[src/rtl/usb_in_fifo.sv]
// usb_in_fifo
// Byte FIFO in front of the USB core's IN data path with packet-level
// retransmit. A producer pushes bytes; each IN transaction reads them through a
// speculative pointer. Bytes are released only when the host ACKs the packet.
// A failed or timed-out transaction leaves the committed read pointer alone, so
// the next IN replays the same bytes.
//
// Optional feature: define USB_IN_FIFO_OVF_EN to count write attempts made
// while full (saturating at 8'hFF). Otherwise ovf_count is tied to 0.
//
// Ports:
//   clk, rst             clock, synchronous active-high reset
//   wr_data/wr_valid     producer byte and write request
//   wr_ready             space available (committed level < 2^DEPTH_LOG2)
//   txn_start            pulse: IN data phase begins
//   txn_end              pulse: transaction finished (abort unless success)
//   data_strobe          core consumed the presented byte
//   success              pulse: host ACKed the packet (commit)
//   data_in/data_in_valid registered byte to the core; valid low = end of packet
//   level, empty         committed occupancy (wr_ptr - rd_ptr)
//   ovf_count            overflow attempt counter
//
// state | meaning
// ------+-------------------------------------------------------------
// IDLE  | no packet in flight, data_in_valid low
// LOAD  | fetch mem[sp_ptr] into data_in, decide whether it is payload
// SEND  | byte presented; wait for strobe (or go DONE if not valid)
// DONE  | packet payload exhausted, wait for success/txn_end

module usb_in_fifo #(
  parameter int DEPTH_LOG2 = 7,
  parameter int MAX_PACKET = 64
) (
  input  logic                  clk,
  input  logic                  rst,
  input  logic [7:0]            wr_data,
  input  logic                  wr_valid,
  output logic                  wr_ready,
  input  logic                  txn_start,
  input  logic                  txn_end,
  input  logic                  data_strobe,
  input  logic                  success,
  output logic [7:0]            data_in,
  output logic                  data_in_valid,
  output logic [DEPTH_LOG2:0]   level,
  output logic                  empty,
  output logic [7:0]            ovf_count
);

  localparam int PW    = DEPTH_LOG2 + 1;
  localparam int DEPTH = 1 << DEPTH_LOG2;
  localparam logic [6:0] MAX_PKT_C = 7'(MAX_PACKET);

  typedef enum logic [1:0] {
    S_IDLE,
    S_LOAD,
    S_SEND,
    S_DONE
  } state_t;

  state_t state, state_nxt;

  logic [7:0]    mem [DEPTH];
  logic [PW-1:0] wr_ptr;
  logic [PW-1:0] rd_ptr;
  logic [PW-1:0] sp_ptr;
  logic [6:0]    sent;

  logic wr_en;
  logic do_start;
  logic do_load;
  logic do_adv;
  logic do_commit;
  logic do_abort;

  assign level    = wr_ptr - rd_ptr;
  assign empty    = (level == '0);
  // level never exceeds DEPTH, so its MSB is set exactly when full.
  assign wr_ready = ~level[DEPTH_LOG2];
  assign wr_en    = wr_valid & wr_ready;

  always_comb begin
    state_nxt = state;
    do_start  = 1'b0;
    do_load   = 1'b0;
    do_adv    = 1'b0;
    do_commit = 1'b0;
    do_abort  = 1'b0;

    case (state)
      S_IDLE: begin
        if (txn_start) begin
          do_start  = 1'b1;
          state_nxt = S_LOAD;
        end
      end
      S_LOAD: begin
        do_load   = 1'b1;
        state_nxt = S_SEND;
      end
      S_SEND: begin
        if (data_in_valid && data_strobe) begin
          do_adv    = 1'b1;
          state_nxt = S_LOAD;
        end else if (!data_in_valid) begin
          state_nxt = S_DONE;
        end
      end
      S_DONE: begin
        state_nxt = S_DONE;
      end
      default: begin
        state_nxt = S_IDLE;
      end
    endcase

    // Commit/abort end the packet from any active state and win over
    // a fetch or advance in the same cycle.
    if (state != S_IDLE) begin
      if (success) begin
        do_commit = 1'b1;
        do_load   = 1'b0;
        do_adv    = 1'b0;
        state_nxt = S_IDLE;
      end else if (txn_end) begin
        do_abort  = 1'b1;
        do_load   = 1'b0;
        do_adv    = 1'b0;
        state_nxt = S_IDLE;
      end
    end
  end

  always_ff @(posedge clk) begin
    if (rst) begin
      state <= S_IDLE;
    end else begin
      state <= state_nxt;
    end
  end

  always_ff @(posedge clk) begin
    if (rst) begin
      wr_ptr <= '0;
    end else if (wr_en) begin
      wr_ptr <= wr_ptr + 1'b1;
    end
  end

  always_ff @(posedge clk) begin
    if (wr_en && !rst) begin
      mem[wr_ptr[DEPTH_LOG2-1:0]] <= wr_data;
    end
  end

  always_ff @(posedge clk) begin
    if (rst) begin
      rd_ptr        <= '0;
      sp_ptr        <= '0;
      sent          <= '0;
      data_in       <= '0;
      data_in_valid <= 1'b0;
    end else begin
      if (do_start) begin
        sp_ptr <= rd_ptr;
        sent   <= '0;
      end
      if (do_load) begin
        data_in       <= mem[sp_ptr[DEPTH_LOG2-1:0]];
        data_in_valid <= (sp_ptr != wr_ptr) && (sent < MAX_PKT_C);
      end
      if (do_adv) begin
        sp_ptr <= sp_ptr + 1'b1;
        sent   <= sent + 1'b1;
      end
      if (do_commit) begin
        rd_ptr <= sp_ptr;
      end
      if (do_commit || do_abort) begin
        data_in_valid <= 1'b0;
      end
    end
  end

`ifdef USB_IN_FIFO_OVF_EN
  logic [7:0] ovf_q;

  always_ff @(posedge clk) begin
    if (rst) begin
      ovf_q <= '0;
    end else if (wr_valid && !wr_ready && (ovf_q != 8'hFF)) begin
      ovf_q <= ovf_q + 8'd1;
    end
  end

  assign ovf_count = ovf_q;
`else
  assign ovf_count = 8'h00;
`endif

endmodule

[config.mk]
export PLATFORM = sky130hd
export DESIGN_NAME = usb_in_fifo
export DESIGN_NICKNAME = d
export VERILOG_FILES = /design/src/rtl/usb_in_fifo.sv
export SDC_FILE = /design/constraint.sdc
export NUM_CORES = 1
export LEC_CHECK = 0
export ABC_AREA = 0
export CAP_MARGIN = 20
export CORE_MARGIN = 1
export CORE_UTILIZATION = 60
export DETAILED_ROUTE_END_ITERATION = 10
export PLACE_DENSITY = 0.76
export RECOVER_POWER = 100
export SYNTH_ARGS = -nofsm -noshare
export SYNTH_HDL_FRONTEND = slang
export SYNTH_SLANG_ARGS = --single-unit
[constraint.sdc]
create_clock -name clk -period 5.6 [get_ports clk]
set_input_delay 0.84 -clock clk [delete_from_list [all_inputs] [get_ports clk]]
set_output_delay 0.84 -clock clk [all_outputs]
set_load 0.1 [all_outputs]
==> results of run 1 <==
==> kinds of logic after synthesis <==
kind of cell,synth area share (%)
muxes,15.2
DFF,73.4
and+or+nand+nor,4.46
adders and majority gates,0.337
AOI/OAI and AO/OA,3.74
buffers and inverters,2.56
other,0.00871
xor gates and xnor gates,0.326
==> power by group through the flow <==
stage          Sequential, mW  Combinational, mW  Clock, mW
2_1_floorplan            8.93              0.260          0
3_3_place_gp             8.93              0.496          0
3_5_place_dp             8.93              0.509          0
4_1_cts                  8.76              0.510       6.67
5_1_grt                  8.77              0.519       6.97
6_report                 8.77              0.501       6.61
==> registers in the layout (all words and copies together) (netlist names) <==
name / cells
mem: 1024
data_in: 8
state: 2
wr_ptr: 8
data_in_valid: 1
sent: 7
sp_ptr: 8
rd_ptr: 8
==> worst max-delay path by stage <==
| stage | start | end | cells after the start |
|---|---|---|---|
| after floorplan | wr_ptr[0] | empty | 10 |
| after global placement | wr_ptr[0] | level[6] | 10 |
| after detailed placement | wr_ptr[0] | level[6] | 10 |
| after CTS | wr_ptr[0] | level[6] | 10 |
| after global routing | wr_ptr[6] | mem[39][7] | 8 |
| final | wr_ptr[0] | level[6] | 10 |
==> cell usage in the layout, fill, tap and decap left out, drive strengths merged, types with 34 or more instances in the layout <==
cell	count
a22oi	34
a21oi	56
mux4	168
nand2	48
dfxtp	42
nor4	71
mux2i	262
nor2	55
edfxtp	1024
clkbuf	271
nor3	72
clkinv	40
o22ai	48
o21ai	41
==> through the flow <==
stage / cell area [um^2] / cells / utilization [%]
6_report: 47500 / 3466 / 67.3
5_1_grt: 47500 / 3466 / 67.3
4_1_cts: 47800 / 3430 / 67.8
3_5_place_dp: 44600 / 3246 / 63.2
3_3_place_gp: 44600 / 3242 / 63.2
2_1_floorplan: 43100 / 2314 / -
==> routing by layer <==
metal	part of all wire (%)	global-route usage (%)	wire (um)
met5	0	0	0
met4	3.7	10.5	3740
met3	9.7	5.37	9780
met2	49	44.4	49100
met1	38	39.1	38300
==> cell type report <==
class | instances | area (um^2) | area share [%]
clock inverters | 54 | 485 | 1.02
repair buffers | 191 | 1050 | 2.21
inverters | 15 | 56.3 | 0.119
flip-flops and latches | 1066 | 31600 | 66.6
clock buffers | 130 | 2700 | 5.69
multi-input cells | 1070 | 10400 | 21.9
well taps | 940 | 1180 | 2.48
==> tightest hold or removal path, stage by stage, from the launching register on <==
cell	delay, ns
dfxtp_1	0.32
nand3_1	0.07
a21oi_1	0.06
==> metrics.md, run 1 <==
| Metric | Value |
|---|---|
| Mapped cell area | 43000 um^2 |
| Clock Latency Late Sink | 0.68 ns |
| RSZ-0062 raised after global routing | false |
| All-Layer GR Usage | around 28% |
| Top cell type's share of synthesized area | 71.5% |
| Fill count | about 4600 |
| Hold path cells | 2 |
| DR DRC count | 0 |
| Clk slew on worst S/H paths | 0.06 ns |
| Hold EP | sent[1] |
| Fin. Hold Viols | 0 |
| Drt first-iter violations | 3011 |
| Vias | between 20000 and 25000 |
| # hold bufs at CTS | 0 |
| Clock power frac | 41.6% |
| Net Sw Frac | a little over a fifth |
| Peak fanout along the critical path | 9 |
| # Max-Cap Violations | 17 |
| Die H | 270 um |
| Seq/Total Area, Yosys | approximately three quarters |
| Final setup viols | 0 |
| Crit end category | primary output |
| Clk_skew | 0.0224 ns |
| Antenna violations before repair | 1 |
| CTS Buf Count | 103 |
| EDFF count, synth | 1024 |
| Synth area leader | edfxtp_1 |
| R2R Path Start | wr_ptr[6] |
| Slew HR | -170% |
| Top Family by Delay on Critical Path | buffers and inverters |
| Post-synthesis cell count | 2307 |
| #FFs+latches synth | approximately 1100 |
| Cell variety after synth | 65 |
| Worst EP required | 4.76 ns |
| # rows | 97 |
| Synth cell count leaders | edfxtp_1, mux2i_1, mux4_2 |
| Initial core utilization | 61.0% |
| Router iterations before antenna repair | 6 |
| Ports | 42 |
| CTS Root Cell | clkbuf_16 |
| FF-to-FF End | mem[25][0] |
| Synth-to-layout area growth | 10.3% |
| Die area | ~73000 um^2 |
| Final worst-path setup slack | 0.654 ns |
| Critical path type | flop to primary output |
| Setup_tns | 0 ns |
| Int Pwr | approximately 13 mW |
| Power per Cell Area | 335 nW/um^2 |
| Diodes inserted | 0 |
| Worst hold path type | flop to flop |
| CP Cell Sequence | inv_1 > ha_1 > inv_1 > fa_1 > a21o_1 > a21oi_2 > o21bai_1 > a21oi_1 > xnor2_2 > dlygate4sd3_1 |
| Vias per cell | roughly 6.7 |
| R2R depth | 8 |
| Outcome | finished, violations left |
| Pins Over Slew Limit | 1077 |
| Setup bufs post-CTS | 0 |
| Reg-to-reg slack, setup | around 0.8 ns |
| CP max-delay cell | dlygate4sd3_1 |
| Slew at the pin closest to its max-slew limit | 4.05 ns |
| Most used flip-flop cell after synthesis | edfxtp_1 |
| Crit-path max cell delay | around 1.2 ns |
| Placed wire-length estimate | 58900 um |
| Largest net degree at the start of global routing | 129 |
| Global placement routability congestion | 1.02 |
| F_max | just over 200 MHz |
| First-pass GRT wire length | 150000 um |
| Pre-CTS setup slack | 1.44 ns |
| Routed WL | 101000 um |
| Sequential Power Share | 55.2% |
| Leakage power | 14.0 nW |
| FFs w/ async S/R, synth | 0% |
| Maximum vdd drop | 244 uV |
| Worst Path Buf+Inv | 3 |
| Number of global-route vias before repair | approximately 23000 |
| Maximum clock path buffer count | 3 |
| Final hold slack | 0.487 ns |
| ANT nets after route | 0 |
| Wire length per cell | around 29 um |
| Syn Area/Cell | 18.7 um^2 |
| Overall Power | 15.9 mW |
| Fin nets | approximately 2500 |
| Crit path DAT | 4.11 ns |
| Crit path time final | between 4 and 5 ns |
| CTS Sinks | 1066 |
| CP startpoint kind | flop |
| Layout cells sized above 1 | 15.2% |
| CTS tree | done |
| Net Switching | 3.32 mW |
| Yosys warnings | 0 |
| H-tree levels | 3 |
| GRT Residual Overflow | 0 |
| Most frequent CP cell | inv_1 |
| Post-CTS sizing | 0 |
| Failing checks | max-capacitance violations, max-slew violations |
| Die Width | 270 um |
| Port Buf Inserts | 33 |
| Core Box Area | 70500 um^2 |
| Synth area leaders | edfxtp_1, mux4_2, mux2i_1 |
| Hold Path Origin | sent[1] |
| Count leader, synth | edfxtp_1 |
| Comb power frac | 3.2% |
| Period utilisation layout | 88.3% |
(Power assumes the default switching activity.)
==> run 2, diff against run 1 <==
CORE_MARGIN = default   (was 1)
==> results of run 2 <==
No change in the layout: final DEF, timing and power equal those of run 1.
